**config.mk**
```make
export PLATFORM = sky130hd
export DESIGN_NAME = systolic_feed_ctrl
export DESIGN_NICKNAME = d
export VERILOG_FILES = /design/src/rtl/systolic_feed_ctrl_pkg.sv /design/src/rtl/systolic_feed_ctrl_feed_addr_gen.sv /design/src/rtl/systolic_feed_ctrl.sv
export SDC_FILE = /design/constraint.sdc
export NUM_CORES = 1
export LEC_CHECK = 0
export CAP_MARGIN = 10
export CORE_UTILIZATION = 45
export CTS_BUF_LIST = sky130_fd_sc_hd__clkbuf_8 sky130_fd_sc_hd__clkbuf_16
export DETAILED_ROUTE_END_ITERATION = 16
export GPL_ROUTABILITY_DRIVEN = 0
export PLACE_DENSITY = 0.69
export REMOVE_ABC_BUFFERS = 1
export SYNTH_ARGS = -nofsm -noshare
export SYNTH_HDL_FRONTEND = slang
export SYNTH_SLANG_ARGS = --single-unit
```
**constraint.sdc**
```tcl
create_clock -name clk -period 5.1 [get_ports clk]
set_input_delay 0.51 -clock clk [delete_from_list [all_inputs] [get_ports clk]]
set_output_delay 0.51 -clock clk [all_outputs]
set_load 0.01 [all_outputs]
```
**src/rtl/systolic_feed_ctrl_pkg.sv**
```systemverilog
// Shared state encoding and timing helpers for the systolic array feed controller.
package systolic_feed_ctrl_pkg;

  typedef logic [2:0] feed_state_t;

  localparam feed_state_t ST_IDLE  = 3'd0;
  localparam feed_state_t ST_FEED  = 3'd1;
  localparam feed_state_t ST_WAIT  = 3'd2;
  localparam feed_state_t ST_DRAIN = 3'd3;
  localparam feed_state_t ST_DONE  = 3'd4;

  // Cycles for the last injected vector to cross the skewed array and leave the PEs.
  function automatic int drain_wait(input int n, input int pe_lat);
    return 2 * (n - 1) + pe_lat;
  endfunction

endpackage

```
**src/rtl/systolic_feed_ctrl_feed_addr_gen.sv**
```systemverilog
// Operand buffer read sequencer: latches the base, walks k consecutive addresses
// (wrapping at the buffer size) and flags the final read to the controller FSM.
module feed_addr_gen #(
  parameter int MAX_K  = 256,
  parameter int BUF_AW = 8,
  parameter int KW     = $clog2(MAX_K + 1)
) (
  input  logic              clk,
  input  logic              rst,
  input  logic              start,
  input  logic [KW-1:0]     k,
  input  logic [BUF_AW-1:0] base,
  output logic              rd_en,
  output logic [BUF_AW-1:0] rd_addr,
  output logic              last
);

  logic              active_reg;
  logic [KW-1:0]     j_reg;
  logic [KW-1:0]     k_reg;
  logic [BUF_AW-1:0] base_reg;
  logic [KW-1:0]     k_sat;

  // Out-of-range lengths are clamped so the read loop always terminates.
  always_comb begin
    k_sat = k;
    if (k > KW'(MAX_K)) k_sat = KW'(MAX_K);
  end

  always_ff @(posedge clk) begin
    if (rst) begin
      active_reg <= 1'b0;
      j_reg      <= '0;
      k_reg      <= '0;
      base_reg   <= '0;
    end else if (start) begin
      active_reg <= 1'b1;
      j_reg      <= '0;
      k_reg      <= k_sat;
      base_reg   <= base;
    end else if (active_reg) begin
      if (last) begin
        active_reg <= 1'b0;
        j_reg      <= '0;
      end else begin
        j_reg <= j_reg + KW'(1);
      end
    end
  end

  assign rd_en   = active_reg;
  assign rd_addr = active_reg ? (base_reg + BUF_AW'(j_reg)) : '0;
  assign last    = active_reg && (j_reg == (k_reg - KW'(1)));

endmodule

```
**src/rtl/systolic_feed_ctrl.sv**
```systemverilog
// Tile sequencer for the N x N systolic array: feed operands, flush the skew
// chains, drain result rows, then pulse done.
module systolic_feed_ctrl
  import systolic_feed_ctrl_pkg::*;
#(
  parameter int N      = 4,
  parameter int MAX_K  = 256,
  parameter int PE_LAT = 1,
  parameter int BUF_AW = 8,
  parameter int KW     = $clog2(MAX_K + 1),
  parameter int RW     = $clog2(N)
) (
  input  logic              clk,
  input  logic              rst,
  input  logic              cmd_valid,
  output logic              cmd_ready,
  input  logic [KW-1:0]     cmd_k,
  input  logic [BUF_AW-1:0] cmd_base,
  input  logic              cmd_acc,
  output logic              buf_rd_en,
  output logic [BUF_AW-1:0] buf_rd_addr,
  output logic              feed_valid,
  output logic              array_clear,
  output logic              array_en,
  output logic              drain_valid,
  output logic [RW-1:0]     drain_row,
  output logic              busy,
  output logic              done
);

  localparam int DRAIN_WAIT = drain_wait(N, PE_LAT);
  localparam int WCW        = $clog2(DRAIN_WAIT + 1);

  feed_state_t    state_reg, state_next;
  logic [WCW-1:0] wait_cnt_reg;
  logic [RW-1:0]  drain_cnt_reg;
  logic           feed_valid_reg;
  logic           clear_pending_reg;
  logic           accept;
  logic           start;
  logic           last_rd;

  assign accept = cmd_valid && (state_reg == ST_IDLE);
  assign start  = accept && (cmd_k != '0);

  feed_addr_gen #(
    .MAX_K  (MAX_K),
    .BUF_AW (BUF_AW),
    .KW     (KW)
  ) u_addr_gen (
    .clk     (clk),
    .rst     (rst),
    .start   (start),
    .k       (cmd_k),
    .base    (cmd_base),
    .rd_en   (buf_rd_en),
    .rd_addr (buf_rd_addr),
    .last    (last_rd)
  );

  always_comb begin
    state_next = state_reg;
    case (state_reg)
      ST_IDLE:  if (accept) state_next = (cmd_k != '0) ? ST_FEED : ST_DONE;
      ST_FEED:  if (last_rd) state_next = ST_WAIT;
      ST_WAIT:  if (wait_cnt_reg == WCW'(DRAIN_WAIT)) state_next = ST_DRAIN;
      ST_DRAIN: if (drain_cnt_reg == RW'(N - 1)) state_next = ST_DONE;
      ST_DONE:  state_next = ST_IDLE;
      default:  state_next = ST_IDLE;
    endcase
  end

  always_ff @(posedge clk) begin
    if (rst) begin
      state_reg         <= ST_IDLE;
      wait_cnt_reg      <= '0;
      drain_cnt_reg     <= '0;
      feed_valid_reg    <= 1'b0;
      clear_pending_reg <= 1'b0;
    end else begin
      state_reg      <= state_next;
      feed_valid_reg <= buf_rd_en;
      // Counters run only while staying in their state, so each entry starts at zero.
      if (state_reg == ST_WAIT && state_next == ST_WAIT)
        wait_cnt_reg <= wait_cnt_reg + WCW'(1);
      else
        wait_cnt_reg <= '0;
      if (state_reg == ST_DRAIN && state_next == ST_DRAIN)
        drain_cnt_reg <= drain_cnt_reg + RW'(1);
      else
        drain_cnt_reg <= '0;
      if (accept)
        clear_pending_reg <= !cmd_acc;
      else if (feed_valid_reg)
        clear_pending_reg <= 1'b0;
    end
  end

  assign cmd_ready   = (state_reg == ST_IDLE);
  assign busy        = (state_reg != ST_IDLE);
  assign done        = (state_reg == ST_DONE);
  assign feed_valid  = feed_valid_reg;
  assign array_clear = feed_valid_reg && clear_pending_reg;
  // The WAIT window absorbs the read latency, so no separate tail term is needed.
  assign array_en    = (state_reg == ST_FEED && feed_valid_reg) || (state_reg == ST_WAIT);
  assign drain_valid = (state_reg == ST_DRAIN);
  assign drain_row   = drain_cnt_reg;

endmodule

```
; After elaboration in Yosys (flattened, before gate mapping)
; Cells that the tools add are included.
[op_classes]
add_sub_neg = 5
order_cmp = 1
n_eq_ne = 9
n_mux = 14
bitwise_logic = 2
reduce_logical = 16
[op_table]
columns = operator, n
row1 = 9-bit 2-to-1 mux, 2
row2 = 3-bit 2-to-1 mux, 5
row3 = 3-bit by 2-bit == test with 1-bit output (second input constant), 4
row4 = 3-bit case mux with 4 select lines, 1
row5 = 9-bit by 1-bit adder with 9-bit output (second input constant), 1
row6 = 9-bit == test, 1
row7 = 9-bit > comparator (second input constant), 1
row8 = 9-bit nonzero test, 1
row9 = 9-bit by 1-bit subtractor with 9-bit output (second input constant), 1
row10 = 8-bit adder, 1
row11 = 8-bit 2-to-1 mux, 1
row12 = 1-bit logical AND, 7
row13 = 3-bit == test (second input constant), 2
row14 = 2-bit OR reduction, 3
row15 = 1-bit 2-to-1 mux, 5
row16 = 3-bit by 1-bit adder with 3-bit output (second input constant), 1
row17 = 3-bit by 1-bit == test with 1-bit output (second input constant), 1
row18 = 3-bit zero test, 1
row19 = 3-bit nonzero test, 1
row20 = 2-bit by 1-bit adder with 2-bit output (second input constant), 1
row21 = 2-bit == test (second input constant), 1
row22 = 1-bit inverter, 2
row23 = 2-bit nonzero test, 1
row24 = 1-bit zero test, 1
row25 = 1-bit logical OR, 1
[totals]
register_bits = 37
in_bits = 21
out_inout_bits = 18
wordCells = 56

; Depth between registers and ports, before layout
; Gate-level depths: netlist of the first run.
[logic_depth]
ltp_word = 9
depth_mapped = 8
mapped_depth_nobuf = 7

; Cells and area by module
; Synthesis of the first run repeated with hierarchy kept, for this count alone.
[unflattened]
cells_unflattened = 259
area_unflattened_um2 = 2273.4
[by_module_without_submodules]
columns = mod, n_inst, cells_per_inst, area_each_um2, seq_area_each_um2
row1 = feed_addr_gen, 1, 206, 1770.4, 540.5
row2 = systolic_feed_ctrl, 1, 53, 503.0, 200.2

; Least setup slack after synthesis of the first run
; Ideal clock, no wire load.
[synth_path]
kind = flip-flop to output port
start = reg u_addr_gen.j_reg[0]
end = out buf_rd_addr[6]
t_arrival_ns = 1.843
path_slack_ns = 2.747
path_stages_with_launch = 8
path_cell_list = dfxtp_1 -> ha_1 -> fa_1 -> a21o_1 -> a21oi_1 -> o21bai_1 -> a21oi_1 -> mux2i_1
[synth_via]
elab_chain_cells = 2
[synth_rtl]
columns = item, line_no
row1 = start: declaration, systolic_feed_ctrl_feed_addr_gen.sv:19  ; logic [KW-1:0] j_reg;
row2 = start signal: assignment, systolic_feed_ctrl_feed_addr_gen.sv:46  ; j_reg <= j_reg + KW'(1);
row3 = 8-bit adder, systolic_feed_ctrl_feed_addr_gen.sv:52  ; assign rd_addr = active_reg ? (base_reg + BUF_AW'(j_reg)) : '0;
row4 = 8-bit 2-to-1 mux, systolic_feed_ctrl_feed_addr_gen.sv:52
row5 = end: declaration, systolic_feed_ctrl.sv:21  ; output logic [BUF_AW-1:0] buf_rd_addr,
; No other way between the ends.

; Worst setup path after layout of the first run
; Ends and elaborated chain as after synthesis.

==> results.py, run 1 <==
metrics = {
    "drt": {
        "ant_nets": 0,
        "wl_per_cell_um": 14.3,
        "routed_via_density": 5.60,
        "first_pass_iters": 4,
        "dr_total_vias": 1769,
        "drc": 0,
        "dr.first_iter.drc_count": 79,
        "drt_wl_total_um": 4500,
    },
    "grt": {
        "gr-usage-all-layers_pct": 18.7,
        "gr-total-overflow": 0,
        "grt_antenna_before_repair": 0,
        "grt_pass1_wl_um": 7290,
        "grt_max_degree": 23,
        "grt_pass1_vias": 1584,
    },
    "setup_path": {
        "r2r_cells": 5,
        "arrival_ns": 2.78,
        "cp-end-kind": "output port",
        "critPathCapture": "buf_rd_addr[6]",
        "reg2reg_to": "u_addr_gen.k_reg[7]",
        "path_class": "flip-flop to output port",
        "start_kind": "flip-flop",
        "required_ns": 4.59,
        "rrSetupSlack_ns": 2.27,
        "worstSetupStartpoint": "u_addr_gen.j_reg[0]",
        "rr_startpoint": "state_reg[0]",
        "crit_path_max_fanout": 6,
    },
    "floorplanning": {
        "start_util_pct": 47.5,
        "num_io_pins": 39,
        "chipWidth_um": 70.3,
        "dieArea_sq_um": 4940,
        "die_y_um": 70.3,
        "core_area_sq_um": 4410,
        "rows": 24,
    },
    "sta": {
        "fmax_ghz": 0.304,
        "fin_crit_sh_pct": 64.5,
        "setup_tns_ns": 0,
        "whs_ns": 0.426,
        "max_slew_margin_pct": 21.8,
        "hold_viol": 0,
        "period_minus_slack_ns": 3.29,
        "setup_viol": 0,
        "finalClockSkew_ns": 0.00395,
        "rsz0062_at_grt": "no",
        "slew_viol_final": 0,
        "tightest_slew_ns": 1.17,
    },
    "pwr": {
        "p_total_uw": 639,
        "intPower_uw": 477,
        "power_density_nw_per_um2": 247,
        "max-vdd-ir-drop_v": 0.000232,
        "p_sw_share_pct": 25.4,
        "combPwrFrac_pct": 15.7,
        "power.share.sequential_pct": 49.6,
        "total_leakage_power_nw": 1.07,
        "clkPwrFrac_pct": 34.8,
        "p_sw_uw": 162,
    },
    "final_layout": {
        "layout-drive-gt1-share_pct": 5.68,
        "area_delta_synth_final_pct": 23.4,
        "final_cell_count_no_fill": 316,
        "final_common_cell": "clkdlybuf4s50_1",
        "nets": 297,
        "mostFrequentLayoutCells": "clkdlybuf4s50_1 (38), dfxtp_1 (37), a22o_1 (15), nor2_1 (13), xor2_1 (13)",
        "nFillCells": 416,
        "num_antenna_cells": 0,
    },
    "clocking": {
        "cts_tree": "done",
        "postCtsHoldBufs": 0,
        "cts_setup_buffers": 0,
        "cts_max_level": 2,
        "cts-root-buf": "clkbuf_8",
        "cts.repair.resized": 0,
        "clockBufferDepth": 2,
        "numClockSinks": 37,
        "numCtsBuffers": 5,
        "clkTransAtPathRegs_ns": 0.07,
        "clk_latency_ns": 0.29,
    },
    "placed_design": {
        "port-buffer-count": 38,
        "dp.final_hpwl_um": 3390,
        "dpl.cell_count": 308,
    },
    "synth": {
        "ys_ff_latch": 37,
        "syn_inst": 228,
        "async_flop_share_pct": 0,
        "yosysUniqueCellTypes": 45,
        "ys_dominant_reg_cell": "dfxtp_1",
        "netlist_area_sq_um": 2100,
        "syn_area_per_cell_sq_um": 9.20,
        "synth_edf_count": 0,
        "ys_seq_area_share_pct": 35.3,
        "ys_warn_count": 0,
    },
    "run": {
        "drv_cap": 0,
    },
    "hold_path": {
        "hp-class": "flip-flop to flip-flop",
        "hold_depth": 1,
    },
    "outcome": {
        "status": "complete, no violations",
    },
}
critical path, stage by stage, from the launching register on:
cell and delay [ns]:
dfxtp_1 0.39, ha_1 0.24, fa_1 0.41, a21o_1 0.17, a21oi_1 0.24, o21bai_1 0.10
a21oi_1 0.19, mux2i_1 0.20, clkdlybuf4s50_1 0.55
per-stage QoR:
stage | util, % | worst slack (ns) | area, sq um
2_1_floorplan | - | 2.68 | 2040
3_3_place_gp | 56.4 | 1.81 | 2490
3_5_place_dp | 56.4 | 1.76 | 2490
4_1_cts | 58.7 | 1.81 | 2590
5_1_grt | 58.7 | 1.70 | 2590
6_report | 58.7 | 1.81 | 2590
worst min-delay path by stage:
| stage | from | end | slack [ns] |
|---|---|---|---|
| 6_report | wait_cnt_reg[0] | wait_cnt_reg[0] | 0.43 |
| 4_1_cts | wait_cnt_reg[0] | wait_cnt_reg[0] | 0.43 |
| 3_3_place_gp | wait_cnt_reg[0] | wait_cnt_reg[0] | 0.41 |
| 3_5_place_dp | wait_cnt_reg[0] | wait_cnt_reg[0] | 0.42 |
| 5_1_grt | wait_cnt_reg[0] | wait_cnt_reg[0] | 0.43 |
| 2_1_floorplan | wait_cnt_reg[0] | wait_cnt_reg[0] | 0.40 |
power by group through the flow:
stage	combinational, mW	clock (mW)	sequential (mW)
floorplan	0.0602	0	0.319
global placement	0.0989	0	0.324
detailed placement	0.100	0	0.323
CTS	0.101	0.228	0.317
global route	0.109	0.241	0.319
finish	0.100	0.222	0.317
cell families (layout without fill, tap and decap cells):
family	Yosys count	count (layout)	share of synthesized area [%]
buffers and inverters	21	57	4.59
DFF	37	37	35.3
AOI/OAI and AO/OA	54	54	20.0
adders and majority gates	13	13	8.11
and+or+nand+nor	75	75	20.1
xor gates and xnor gates	25	25	10.4
muxes	3	3	1.43
metal layers:
| layer | global-route usage (%) | routed length, um | vias up |
|---|---|---|---|
| met5 | 0 | 0 | - |
| met4 | 6.67 | 65 | 0 |
| met3 | 3.90 | 112 | 9 |
| met2 | 28.3 | 2050 | 24 |
| met1 | 26.1 | 2270 | 840 |
| li1 | - | - | 896 |
cell usage after synthesis (2+ instances only):
cell      count  area share (%)
nor2_1       13             2.3
a21o_1        3             1.1
nand2_1      12             2.1
a22o_1       15             6.3
mux2i_1       3             1.4
nor4b_1       3             1.3
nand2b_1      5             1.5
o21bai_1      3             1.1
inv_1        11             2.0
a211oi_1      9             3.2
nor3_1        4            0.95
buf_2         2            0.48
and2_1        7             2.1
nor3b_1       3             1.1
nand3_1       3            0.72
xor2_1       13             5.4
nor2b_1       6             1.8
ha_1         12             7.2
or2_2         2            0.60
nor4_1        5             1.5
a21oi_1       9             2.1
clkbuf_1      5            0.89
o21ai_0       2            0.48
and3_1        4             1.2
nand4_1       3            0.89
xnor2_1      12             5.0
a31oi_1       4             1.2
buf_6         2             1.1
dfxtp_1      37              35
layout make-up:
| type | count | area [sq um] | area share, % |
|---|---|---|---|
| Multi-Input combinational cell | 170 | 1260 | 48.7 |
| Clock buffer | 7 | 96.3 | 3.72 |
| Timing Repair Buffer | 38 | 380 | 14.7 |
| Inverter | 11 | 41.3 | 1.59 |
| Tap cell | 52 | 65.1 | 2.51 |
| Clock inverter | 1 | 5.00 | 0.193 |
| Sequential cell | 37 | 741 | 28.6 |
No activity file was read; power rests on OpenSTA's default activity.
==> run 2, diff against run 1 <==
==> constraint.sdc (replaced) <==
create_clock -name clk -period 3.4 [get_ports clk]
set_input_delay 0.34 -clock clk [delete_from_list [all_inputs] [get_ports clk]]
set_output_delay 0.34 -clock clk [all_outputs]
set_load 0.01 [all_outputs]
==> results.py, run 2 (synthesis gave the netlist of run 1 again) <==
metrics = {
    "pwr": {
        "p_sw_share_pct": 25.5,
        "clkPwrFrac_pct": 32.4,
        "total_leakage_power_nw": 1.08,
        "intPower_uw": 693,
        "max-vdd-ir-drop_v": 0.000252,
        "power.share.sequential_pct": 50.8,
        "power_density_nw_per_um2": 358,
        "p_sw_uw": 237,
        "combPwrFrac_pct": 16.8,
    },
    "sta": {
        "hold_viol": 0,
        "fmax_ghz": 0.328,
        "slew_viol_final": 0,
        "max_slew_margin_pct": 52.7,
        "fin_crit_sh_pct": 89.6,
        "tightest_slew_ns": 0.709,
        "period_minus_slack_ns": 3.05,
        "setup_tns_ns": 0,
        "rsz0062_at_grt": "no",
        "setup_viol": 0,
        "finalClockSkew_ns": 0.00455,
    },
    "drt": {
        "drt_wl_total_um": 4430,
        "first_pass_iters": 4,
        "dr_total_vias": 1753,
        "drc": 0,
        "dr.first_iter.drc_count": 98,
        "ant_nets": 0,
        "wl_per_cell_um": 13.9,
        "routed_via_density": 5.51,
    },
    "clocking": {
        "cts-root-buf": "clkbuf_8",
        "clkTransAtPathRegs_ns": 0.07,
        "clk_latency_ns": 0.28,
        "clockBufferDepth": 2,
        "cts_setup_buffers": 0,
        "cts.repair.resized": 0,
        "numClockSinks": 37,
        "cts_max_level": 2,
        "postCtsHoldBufs": 0,
        "numCtsBuffers": 5,
        "cts_tree": "done",
    },
    "floorplanning": {
        "rows": 24,
        "start_util_pct": 47.5,
        "dieArea_sq_um": 4940,
        "num_io_pins": 39,
        "die_y_um": 70.3,
        "chipWidth_um": 70.3,
        "core_area_sq_um": 4410,
    },
    "grt": {
        "grt_pass1_wl_um": 7710,
        "grt_pass1_vias": 1653,
        "gr-usage-all-layers_pct": 19.1,
        "gr-total-overflow": 0,
        "grt_max_degree": 15,
        "grt_antenna_before_repair": 0,
    },
    "placed_design": {
        "port-buffer-count": 38,
        "dp.final_hpwl_um": 3360,
        "dpl.cell_count": 311,
    },
    "run": {
        "drv_cap": 0,
    },
    "final_layout": {
        "nets": 300,
        "utilization_pct": 58.8,
        "final_common_cell": "clkdlybuf4s50_1",
        "layout-drive-gt1-share_pct": 6.02,
        "mostFrequentLayoutCells": "clkdlybuf4s50_1 (38), dfxtp_1 (37), a22o_1 (15), nor2_1 (13), xor2_1 (13)",
        "final_cell_count_no_fill": 318,
        "area_delta_synth_final_pct": 23.8,
        "num_antenna_cells": 0,
    },
    "setup_path": {
        "start_kind": "flip-flop",
        "cp-end-kind": "output port",
        "arrival_ns": 2.71,
        "path_class": "flip-flop to output port",
        "crit_path_max_fanout": 6,
        "required_ns": 3.06,
    },
    "outcome": {
        "status": "complete, no violations",
    },
    "hold_path": {
        "hp-class": "flip-flop to flip-flop",
    },
}
[run 2: cell types whose count changed in the layout (fill, tap and decap cells not counted), sizes merged]
cell	change
buf	+3
clkbuf	-1
clkinv	-1
inv	+1
[run 2: per-layer routing]
metal / share of wire, % / wire, um / track usage [%] / vias up
met5: 0 / 0 / 0 / -
met4: 0.59 / 26 / 2.67 / 0
met3: 2.6 / 114 / 4.76 / 6
met2: 45 / 1970 / 29.1 / 22
met1: 52 / 2310 / 27.7 / 822
li1: - / - / - / 903
[run 2: final cells by class]
| cell class | instances | area [sq um] |
|---|---|---|
| well taps | 52 | 65.1 |
| multi-input cells | 170 | 1260 |
| fillers | 410 | 1820 |
| repair buffers | 41 | 403 |
| clock buffers | 6 | 82.6 |
| flip-flops and latches | 37 | 741 |
| clock inverters | 1 | 3.75 |
| inverters | 11 | 41.3 |
[run 2: path summary, 6_finish.rpt]
| path | to | cells past startpoint | start | slack [ns] |
|---|---|---|---|---|
| worst max-delay path | buf_rd_addr[6] | 8 | u_addr_gen.j_reg[0] | 0.35 |
| worst min-delay path | wait_cnt_reg[0] | 1 | wait_cnt_reg[0] | 0.42 |
| worst max register to register | u_addr_gen.j_reg[3] | 5 | u_addr_gen.k_reg[0] | 0.74 |
| worst min register to register | wait_cnt_reg[0] | 1 | wait_cnt_reg[0] | 0.42 |
[run 2: worst max-delay path: stages, from the launching register on]
cell and delay (ns):
dfxtp_1 0.38, ha_1 0.23, fa_1 0.41, a21o_1 0.17
a21oi_1 0.23, o21bai_1 0.09, a21oi_1 0.17, mux2i_1 0.20
clkdlybuf4s50_1 0.55
[run 2: through the flow]
| stage | power, mW | area (sq um) | hold slack, ns | setup WS (ns) |
|---|---|---|---|---|
| 6_report | 0.931 | 2600 | 0.420 | 0.352 |
| 3_3_place_gp | 0.639 | 2510 | 0.409 | 0.667 |
| 3_5_place_dp | 0.639 | 2510 | 0.413 | 0.658 |
| 2_1_floorplan | 0.569 | 2040 | 0.398 | 1.05 |
| 5_1_grt | 0.977 | 2600 | 0.439 | 0.187 |
| 4_1_cts | 0.941 | 2600 | 0.423 | 0.337 |
[run 2: power by group through the flow]
| stage | Clock (mW) | Combinational, mW | Sequential (mW) |
|---|---|---|---|
| 2_1_floorplan | 0 | 0.0903 | 0.478 |
| 3_3_place_gp | 0 | 0.157 | 0.482 |
| 3_5_place_dp | 0 | 0.157 | 0.482 |
| 4_1_cts | 0.311 | 0.158 | 0.472 |
| 5_1_grt | 0.329 | 0.172 | 0.476 |
| 6_report | 0.302 | 0.157 | 0.472 |
